==> src/rtl/psum_stage_pkg.sv <==
// Shared constants, FSM state type and lane-slice helpers for the
// partial-sum requantization stage.
package psum_stage_pkg;

  localparam int LANES = 12;
  localparam int IN_W  = 16;
  localparam int ACC_W = 20;
  localparam int OUT_W = 8;

  typedef enum logic {
    ACC  = 1'b0,
    HOLD = 1'b1
  } state_t;

  // Debug view of the control state, for checkers and waveform reading.
  typedef struct packed {
    state_t     state;
    logic [3:0] pass_cnt;
  } stage_dbg_t;

  // Lane 0 occupies the most significant slice of each packed bus.
  function automatic int in_msb(input int lane);
    return LANES * IN_W - 1 - IN_W * lane;
  endfunction

  function automatic int out_msb(input int lane);
    return LANES * OUT_W - 1 - OUT_W * lane;
  endfunction

endpackage

==> src/rtl/psum_lane_requant.sv <==
// One lane of requantization: ReLU, round-half-up right shift and
// saturation to the unsigned ofmap width. Purely combinational.
module psum_lane_requant
  import psum_stage_pkg::*;
(
  input  logic signed [ACC_W-1:0] sum,
  input  logic        [3:0]       shift,
  output logic        [OUT_W-1:0] result
);

  localparam logic signed [ACC_W:0] SAT_MAX = (ACC_W+1)'(2**OUT_W - 1);

  // One extra bit so adding the rounding constant cannot wrap.
  logic signed [ACC_W:0] ext;
  logic signed [ACC_W:0] rnd;
  logic signed [ACC_W:0] shifted;

  always_comb begin
    ext     = {sum[ACC_W-1], sum};
    rnd     = '0;
    if (shift != 4'd0) rnd = (ACC_W+1)'(1) << (shift - 4'd1);
    shifted = (ext + rnd) >>> shift;
    result  = '0;
    if (sum[ACC_W-1] || sum == '0) result = '0;
    else if (shifted > SAT_MAX)    result = '1;
    else                           result = shifted[OUT_W-1:0];
  end

endmodule

==> src/rtl/psum_requant_stage.sv <==
// Accumulates PASSES partial-sum beats per tile across all lanes, then
// registers the requantized ofmap column behind a valid/ready output.
module psum_requant_stage
  import psum_stage_pkg::*;
#(
  parameter int PASSES = 4
) (
  input  logic                     clk,
  input  logic                     rst,
  input  logic                     en,
  input  logic [3:0]               shift,
  input  logic                     in_valid,
  output logic                     in_ready,
  input  logic [LANES*IN_W-1:0]    psum_in,
  output logic                     out_valid,
  input  logic                     out_ready,
  output logic [LANES*OUT_W-1:0]   ofmap_out,
  output logic                     busy,
  output stage_dbg_t               dbg
);

  // Handshake: a beat moves on a cycle where valid and ready are both high;
  // ready never looks at valid, and valid holds until the beat is taken.
  localparam logic [3:0] LAST = 4'(PASSES - 1);

  state_t                  state;
  logic [3:0]              pass_cnt;
  logic [3:0]              shift_q;
  logic [3:0]              req_shift;
  logic signed [ACC_W-1:0] acc [LANES];
  logic signed [ACC_W-1:0] sum [LANES];
  logic [OUT_W-1:0]        req [LANES];
  logic                    first_pass;
  logic                    last_pass;
  logic                    accept;
  logic                    final_accept;

  assign in_ready     = en & ~rst & ((state == ACC) | out_ready);
  assign accept       = in_valid & in_ready;
  assign first_pass   = (pass_cnt == 4'd0);
  assign last_pass    = (pass_cnt == LAST);
  assign final_accept = accept & last_pass;
  assign req_shift    = first_pass ? shift : shift_q;
  assign dbg          = '{state: state, pass_cnt: pass_cnt};

  // Pass 0 starts from zero so the old accumulator is overwritten, not added.
  always_comb begin
    for (int i = 0; i < LANES; i++) begin
      sum[i] = (first_pass ? '0 : acc[i])
             + ACC_W'($signed(psum_in[in_msb(i) -: IN_W]));
    end
  end

  for (genvar g = 0; g < LANES; g++) begin : g_lane
    psum_lane_requant u_requant (
      .sum    (sum[g]),
      .shift  (req_shift),
      .result (req[g])
    );
  end

  always_ff @(posedge clk or posedge rst) begin
    if (rst) begin
      state     <= ACC;
      pass_cnt  <= 4'd0;
      shift_q   <= 4'd0;
      busy      <= 1'b0;
      out_valid <= 1'b0;
      ofmap_out <= '0;
      for (int i = 0; i < LANES; i++) acc[i] <= '0;
    end else begin
      if (accept) begin
        pass_cnt <= last_pass ? 4'd0 : pass_cnt + 4'd1;
        busy     <= ~last_pass;
        if (first_pass) shift_q <= shift;
        for (int i = 0; i < LANES; i++) acc[i] <= sum[i];
      end
      if (final_accept) begin
        for (int i = 0; i < LANES; i++) ofmap_out[out_msb(i) -: OUT_W] <= req[i];
        out_valid <= 1'b1;
        state     <= HOLD;
      end else if (state == HOLD && out_ready) begin
        out_valid <= 1'b0;
        state     <= ACC;
      end
    end
  end

endmodule

==> config.mk <==
export PLATFORM = sky130hd
export DESIGN_NAME = psum_requant_stage
export DESIGN_NICKNAME = d
export VERILOG_FILES = /design/src/rtl/psum_stage_pkg.sv /design/src/rtl/psum_lane_requant.sv /design/src/rtl/psum_requant_stage.sv
export SDC_FILE = /design/constraint.sdc
export NUM_CORES = 2
export LEC_CHECK = 0
export ABC_AREA = 1
export BUFFER_PORTS_ARGS = -buffer_cell sky130_fd_sc_hd__buf_2
export CORE_MARGIN = 1
export CORE_UTILIZATION = 40
export CTS_CLUSTER_SIZE = 12
export DETAILED_ROUTE_END_ITERATION = 16
export GPL_ROUTABILITY_DRIVEN = 0
export MAX_ROUTING_LAYER = met4
export SYNTH_ARGS = -nofsm -noshare
export SYNTH_HDL_FRONTEND = slang
export SYNTH_SLANG_ARGS = --single-unit
==> constraint.sdc <==
create_clock -name clk -period 12.5 [get_ports clk]
set_input_delay 2.5 -clock clk [delete_from_list [all_inputs] [get_ports clk]]
set_output_delay 2.5 -clock clk [all_outputs]
set_load 0.005 [all_outputs]
======== Yosys cells after proc, flatten, opt, wreduce, memory -nomap -nowiden ========
Cells that the tools add are included.
storage, ports and cells
  bits in registers ....................... 346
  bits in latches ......................... 0
  bits in writable memories ............... 0
  bits in read-only memories .............. 0
  input bits .............................. 201
  output and inout port bits .............. 104
  logic and storage cells ................. 146
  memories ................................ 0
cells by class
  add/sub/neg operators ................... 26
  multiply operators ...................... 0
  divide/modulo/power cells ............... 0
  $lt $le $gt $ge ......................... 12
  equal/unequal tests ..................... 1
  shift-type cells ........................ 13
  multiplexer cells ....................... 41
  bitwise logic cells ..................... 8
  reductions and logical operators ........ 28
operators by type and width
  operator                                                                count
  20-bit by 21-bit adder with 21-bit output                               12
  21-bit by 9-bit > comparator with 1-bit output (second input constant)  12
  21-bit by 4-bit >>> shifter with 21-bit output                          12
  20-bit adder                                                            12
  20-bit logical NOT                                                      12
  20-bit two-way mux                                                      12
  8-bit two-way mux                                                       24
  21-bit two-way mux                                                      1
  1-bit by 4-bit << shifter with 21-bit output (first input constant)     1
  1-bit logical OR                                                        12
  4-bit two-way mux                                                       2
  4-bit by 1-bit adder with 4-bit output (second input constant)          1
  1-bit AND                                                               4
  4-bit by 2-bit == test with 1-bit output (second input constant)        1
  4-bit logical NOT                                                       1
  4-bit nonzero test                                                      1
  4-bit by 1-bit subtractor with 4-bit output (second input constant)     1
  1-bit NOT                                                               3
  1-bit two-way mux                                                       2
  2-bit nonzero test                                                      1
  1-bit logical AND                                                       1
  1-bit OR                                                                1

======== Longest topological paths before layout ========
  word-level depth ........................ 10
  mapped depth ............................ 44
  depth with buffers taken out ............ 41

======== Hierarchy ========
A second synthesis with hierarchy kept.
unflattened totals
  cells, all modules ...................... 10302
  area, all modules ....................... 58367.2 um2
modules (own cells, without submodules)
  module              instances  cells each  area an instance (um2)  sequential area each (um2)
  psum_requant_stage  1          4470        29524.6                 8658.3
  psum_lane_requant   12         486         2403.6                  0.0

======== Least setup slack after synthesis ========
OpenSTA, ideal clock, no wires.
  path type ............................... input to register
  start point ............................. in shift[0]
  end point ............................... reg ofmap_out[27]
  setup time .............................. 116 ps
  data arrival time ....................... 7266 ps
  data required time ...................... 12384 ps
  slack ................................... 5118 ps
  stages .................................. 34
  buffers on the path ..................... 4
  cell sequence ........................... or2_1 o21ai_2 inv_2 buf_2 buf_2 buf_2 buf_2 nor2_1 inv_1 nor2_1 inv_1 fa_1 inv_1 nand2_1 o21ai_1 nand2_1 nand3_1 nand2_1 nand2_1 nand3_2 nor2_1 nand2_1 nand2_1 nand2_1 nand3_1 nand2_1 nor2_1 nand3_1 nand2_1 nand2_1 nand2_4 nand2_1 nand2_1 nand2_1
on the way
  longest elaborated chain between the ends .. 9
  elaborated cells on any way between the ends .. 10
  those cells by class .................... 2 x add/sub; 1 x order compare; 2 x shift; 4 x mux; 1 x reduce/logical
RTL lines
  element                                             RTL line                  source
  start: declaration                                  psum_requant_stage.sv:11  input logic [3:0] shift,
  4-bit two-way mux (*)                               --
  4-bit by 1-bit subtractor with 4-bit output         psum_lane_requant.sv:21   if (shift != 4'd0) rnd = (ACC_W+1)'(1) << (shift - 4'd1);
  1-bit by 4-bit << shifter with 21-bit output        psum_lane_requant.sv:21
  21-bit two-way mux                                  psum_lane_requant.sv:21
  20-bit by 21-bit adder with 21-bit output           psum_lane_requant.sv:22   shifted = (ext + rnd) >>> shift;
  21-bit by 4-bit >>> shifter with 21-bit output (*)  psum_lane_requant.sv:22
  21-bit by 9-bit > comparator with 1-bit output      psum_lane_requant.sv:25   else if (shifted > SAT_MAX) result = '1;
  8-bit two-way mux (*)                               psum_lane_requant.sv:25
  8-bit two-way mux (*)                               psum_lane_requant.sv:24   if (sum[ACC_W-1] || sum == '0) result = '0;
  end signal: assignment                              psum_requant_stage.sv:69  ofmap_out <= '0;
  end: declaration                                    psum_requant_stage.sv:17  output logic [LANES*OUT_W-1:0] ofmap_out,
Mark *: on every way between the ends. The rest lies on a longest branch, timed or not.
A chain may end at the register's enable or synchronous reset.

======== Worst setup path in the final report ========
  start point ............................. in shift[3]
  end point ............................... reg ofmap_out[43]
Same word-level chain as after synthesis.

==> summary.txt <==
Timing
  – Final Hold Vio Count: 0
  – Final period demand of the worst path: 7730 ps
  – Max-slew violation count: 0
  – Final setup viols: 0
  – Fmax: 129 MHz
  – WHS: 474 ps
  – Unrepaired setup endpoints after global routing: no
  – Slew headroom: 0.290
  – Setup TNS: 0 ps
  – Period utilization: 0.619
  – Worst-margin pin slew: 1060 ps
  – Clk_skew: 37.4 ps

Worst hold path
  – Min-Delay Path Class: reg2reg
  – Hold Path Stages: 2

GRT
  – Largest net degree at the start of global routing: 207
  – GRT overflow: 0
  – Antenna violations before repair: 5
  – Vias in the first global route: 50,500
  – GR Util All Layers: 0.282
  – Global-route wire length before repair: 270 mm

CTS
  – CTS Sinks: 346
  – Root Buffer: clkbuf_16
  – H-tree depth: 2
  – Bufs on Longest Clock Path: 3
  – Post-CTS resize count: 0
  – Worst-path clk slew: 60 ps
  – Hold_buf cts: 0
  – Total CTS buffers: 51
  – Worst skew pair latency: 660 ps
  – CTS tree: done
  – Postcts setup bufs: 0

Drt
  – WL/cell: 17.0 um
  – Via Count: 54,000
  – Routed Antenna Nets: 0
  – Via density: 5.38
  – Initial DRC Count: 4,408
  – DRT Pass-1 Iters: 6
  – Remaining DRCs: 0
  – Detailed Route WL: 170 mm

Yosys
  – Seq cells post-synth: 346
  – Yosys top cell by area: nand2_1
  – Sequential share of the synthesized area: 0.179
  – Netlist cell types: 62
  – Most frequent cell after synthesis: nand2_1
  – Synth async-reset ratio: 1.00
  – Top-area cell type share of the netlist area: 0.213
  – Synth area leaders: nand2_1 21%, dfrtp_1 18%, ha_1 11%, nand3_1 9.7%, inv_1 7.3%
  – Synthesis Warnings: 0
  – Mapped Avg Cell Area: 5.86 um^2
  – Post-synth EDFFs: 0
  – Main flop type after synthesis: dfrtp_1
  – Synth cell count leaders: 2,744 x nand2_1, 940 x inv_1, 933 x nand3_1, 697 x nor2_1, 519 x o21ai_0
  – Synth Cell Area: 0.0483 mm^2
  – Gate count of the mapped netlist: 8,240

Critical path
  – CP Max Fanout: 76
  – Most used cell, CP: nand2_1
  – CP required: 13,020 ps
  – Critical Path Start Type: input pin
  – R2R Setup Slk: 4800 ps
  – Critical path depth in cells: 29
  – Buf+Inv Stages, Crit Path: 6
  – Crit-path leading delay family: simple AND/OR/NAND/NOR gates
  – Critical path's slowest cell: nor2_4
  – R2R cell count: 34
  – Crit path DAT: 8250 ps
  – CP max stage delay: 740 ps
  – Nature of the critical path endpoint: flip-flop
  – CP Class: in2reg

Run status
  – Outcome: complete, no violations

Die
  – Total core area: 0.120 mm^2
  – Initial Util: 0.403
  – DIE HEIGHT: 349 um
  – Row count: 127
  – Io pins: 305
  – Die Area: 0.122 mm^2
  – Die Wd: 349 um

Final layout
  – Layout Nets: 9,035
  – Layout cell share with drive strength beyond 1: 0.0660
  – Syn-to-layout area delta: 10.2%

Placed design
  – DPL Wire Length: 129 mm
  – I/O Buffers: 304

Run
  – Max-cap violation count: 0
-- registers in the layout, summed over array words and instances, names as in the netlist --
signal     cells
state          1
acc          240
ofmap_out     96
busy           1
shift_q        4
pass_cnt       4
-- layout by cell type, fill, tap and decap left out, types with 39 or more instances in the layout --
cell type	count
buf_2	304
ha_1	422
nand3_1	933
o21bai_1	39
nand4_1	102
a21oi_1	461
nor2_1	681
inv_1	937
xor2_1	165
dfrtp_1	346
nand2_1	2743
o21ai_0	519
xnor2_1	100
clkbuf_16	53
o221ai_1	45
-- per-stage QoR --
stage | setup slack (ps) | cells | utilization | area, um^2
after global placement | 4330 | 9947 | 0.428 | 51200
after detailed placement | 4250 | 9947 | 0.428 | 51200
final | 4770 | 10000 | 0.444 | 53200
after global routing | 4300 | 10000 | 0.444 | 53200
after CTS | 4880 | 10000 | 0.444 | 53200
after floorplan | 407 | 8251 | - | 48300
-- per-layer routing --
| metal | vias up | part of all wire | track usage |
|---|---|---|---|
| met5 | - | 0 | - |
| met4 | 0 | 0.029 | 0.0788 |
| met1 | 24800 | 0.46 | 0.376 |
| li1 | 27300 | - | - |
| met2 | 1544 | 0.44 | 0.444 |
| met3 | 271 | 0.068 | 0.0387 |
-- cells by family (layout without fill, tap and decap cells) --
family	Yosys count	count (layout)	share of synthesized area
muxes	11	11	0.00228
DFF	346	346	0.179
adders and majority gates	446	446	0.119
and+or+nand+nor	4688	4688	0.407
buffers and inverters	1205	1381	0.0972
xor gates and xnor gates	265	265	0.0481
AOI/OAI and AO/OA	1278	1278	0.147
other	1	13	0.0000776
-- final cells by class --
type	instances	area, um^2
Clock buffer	63	1420
Sequential cell	346	8660
Tap cell	1612	2020
Inverter	953	3610
Fill cell	13100	66600
Timing Repair Buffer	336	1800
Clock inverter	29	576
Multi-Input combinational cell	6700	35200
Antenna cell	1	2.50
-- tightest hold or removal path, cell delays in order (launching register included) --
cell,delay (ps)
dfrtp_1,340
nand2_1,50
nand2_1,50
-- final timing paths --
| check | start | endpoint |
|---|---|---|
| min in group asynchronous | rst | acc[53]$_DFFE_PP0P_ |
| worst min-delay path | ofmap_out[20]$_DFFE_PP0P_ | ofmap_out[20]$_DFFE_PP0P_ |
| worst max register to register | pass_cnt[0]$_DFFE_PP0P_ | ofmap_out[43]$_DFFE_PP0P_ |
| worst min register to register | ofmap_out[20]$_DFFE_PP0P_ | ofmap_out[20]$_DFFE_PP0P_ |
| max in group asynchronous | rst | acc[151]$_DFFE_PP0P_ |
| worst max-delay path | shift[3] | ofmap_out[43]$_DFFE_PP0P_ |
Power is not shown: default switching activity piles up to over one toggle a cycle in this logic, so the estimate is an artifact.
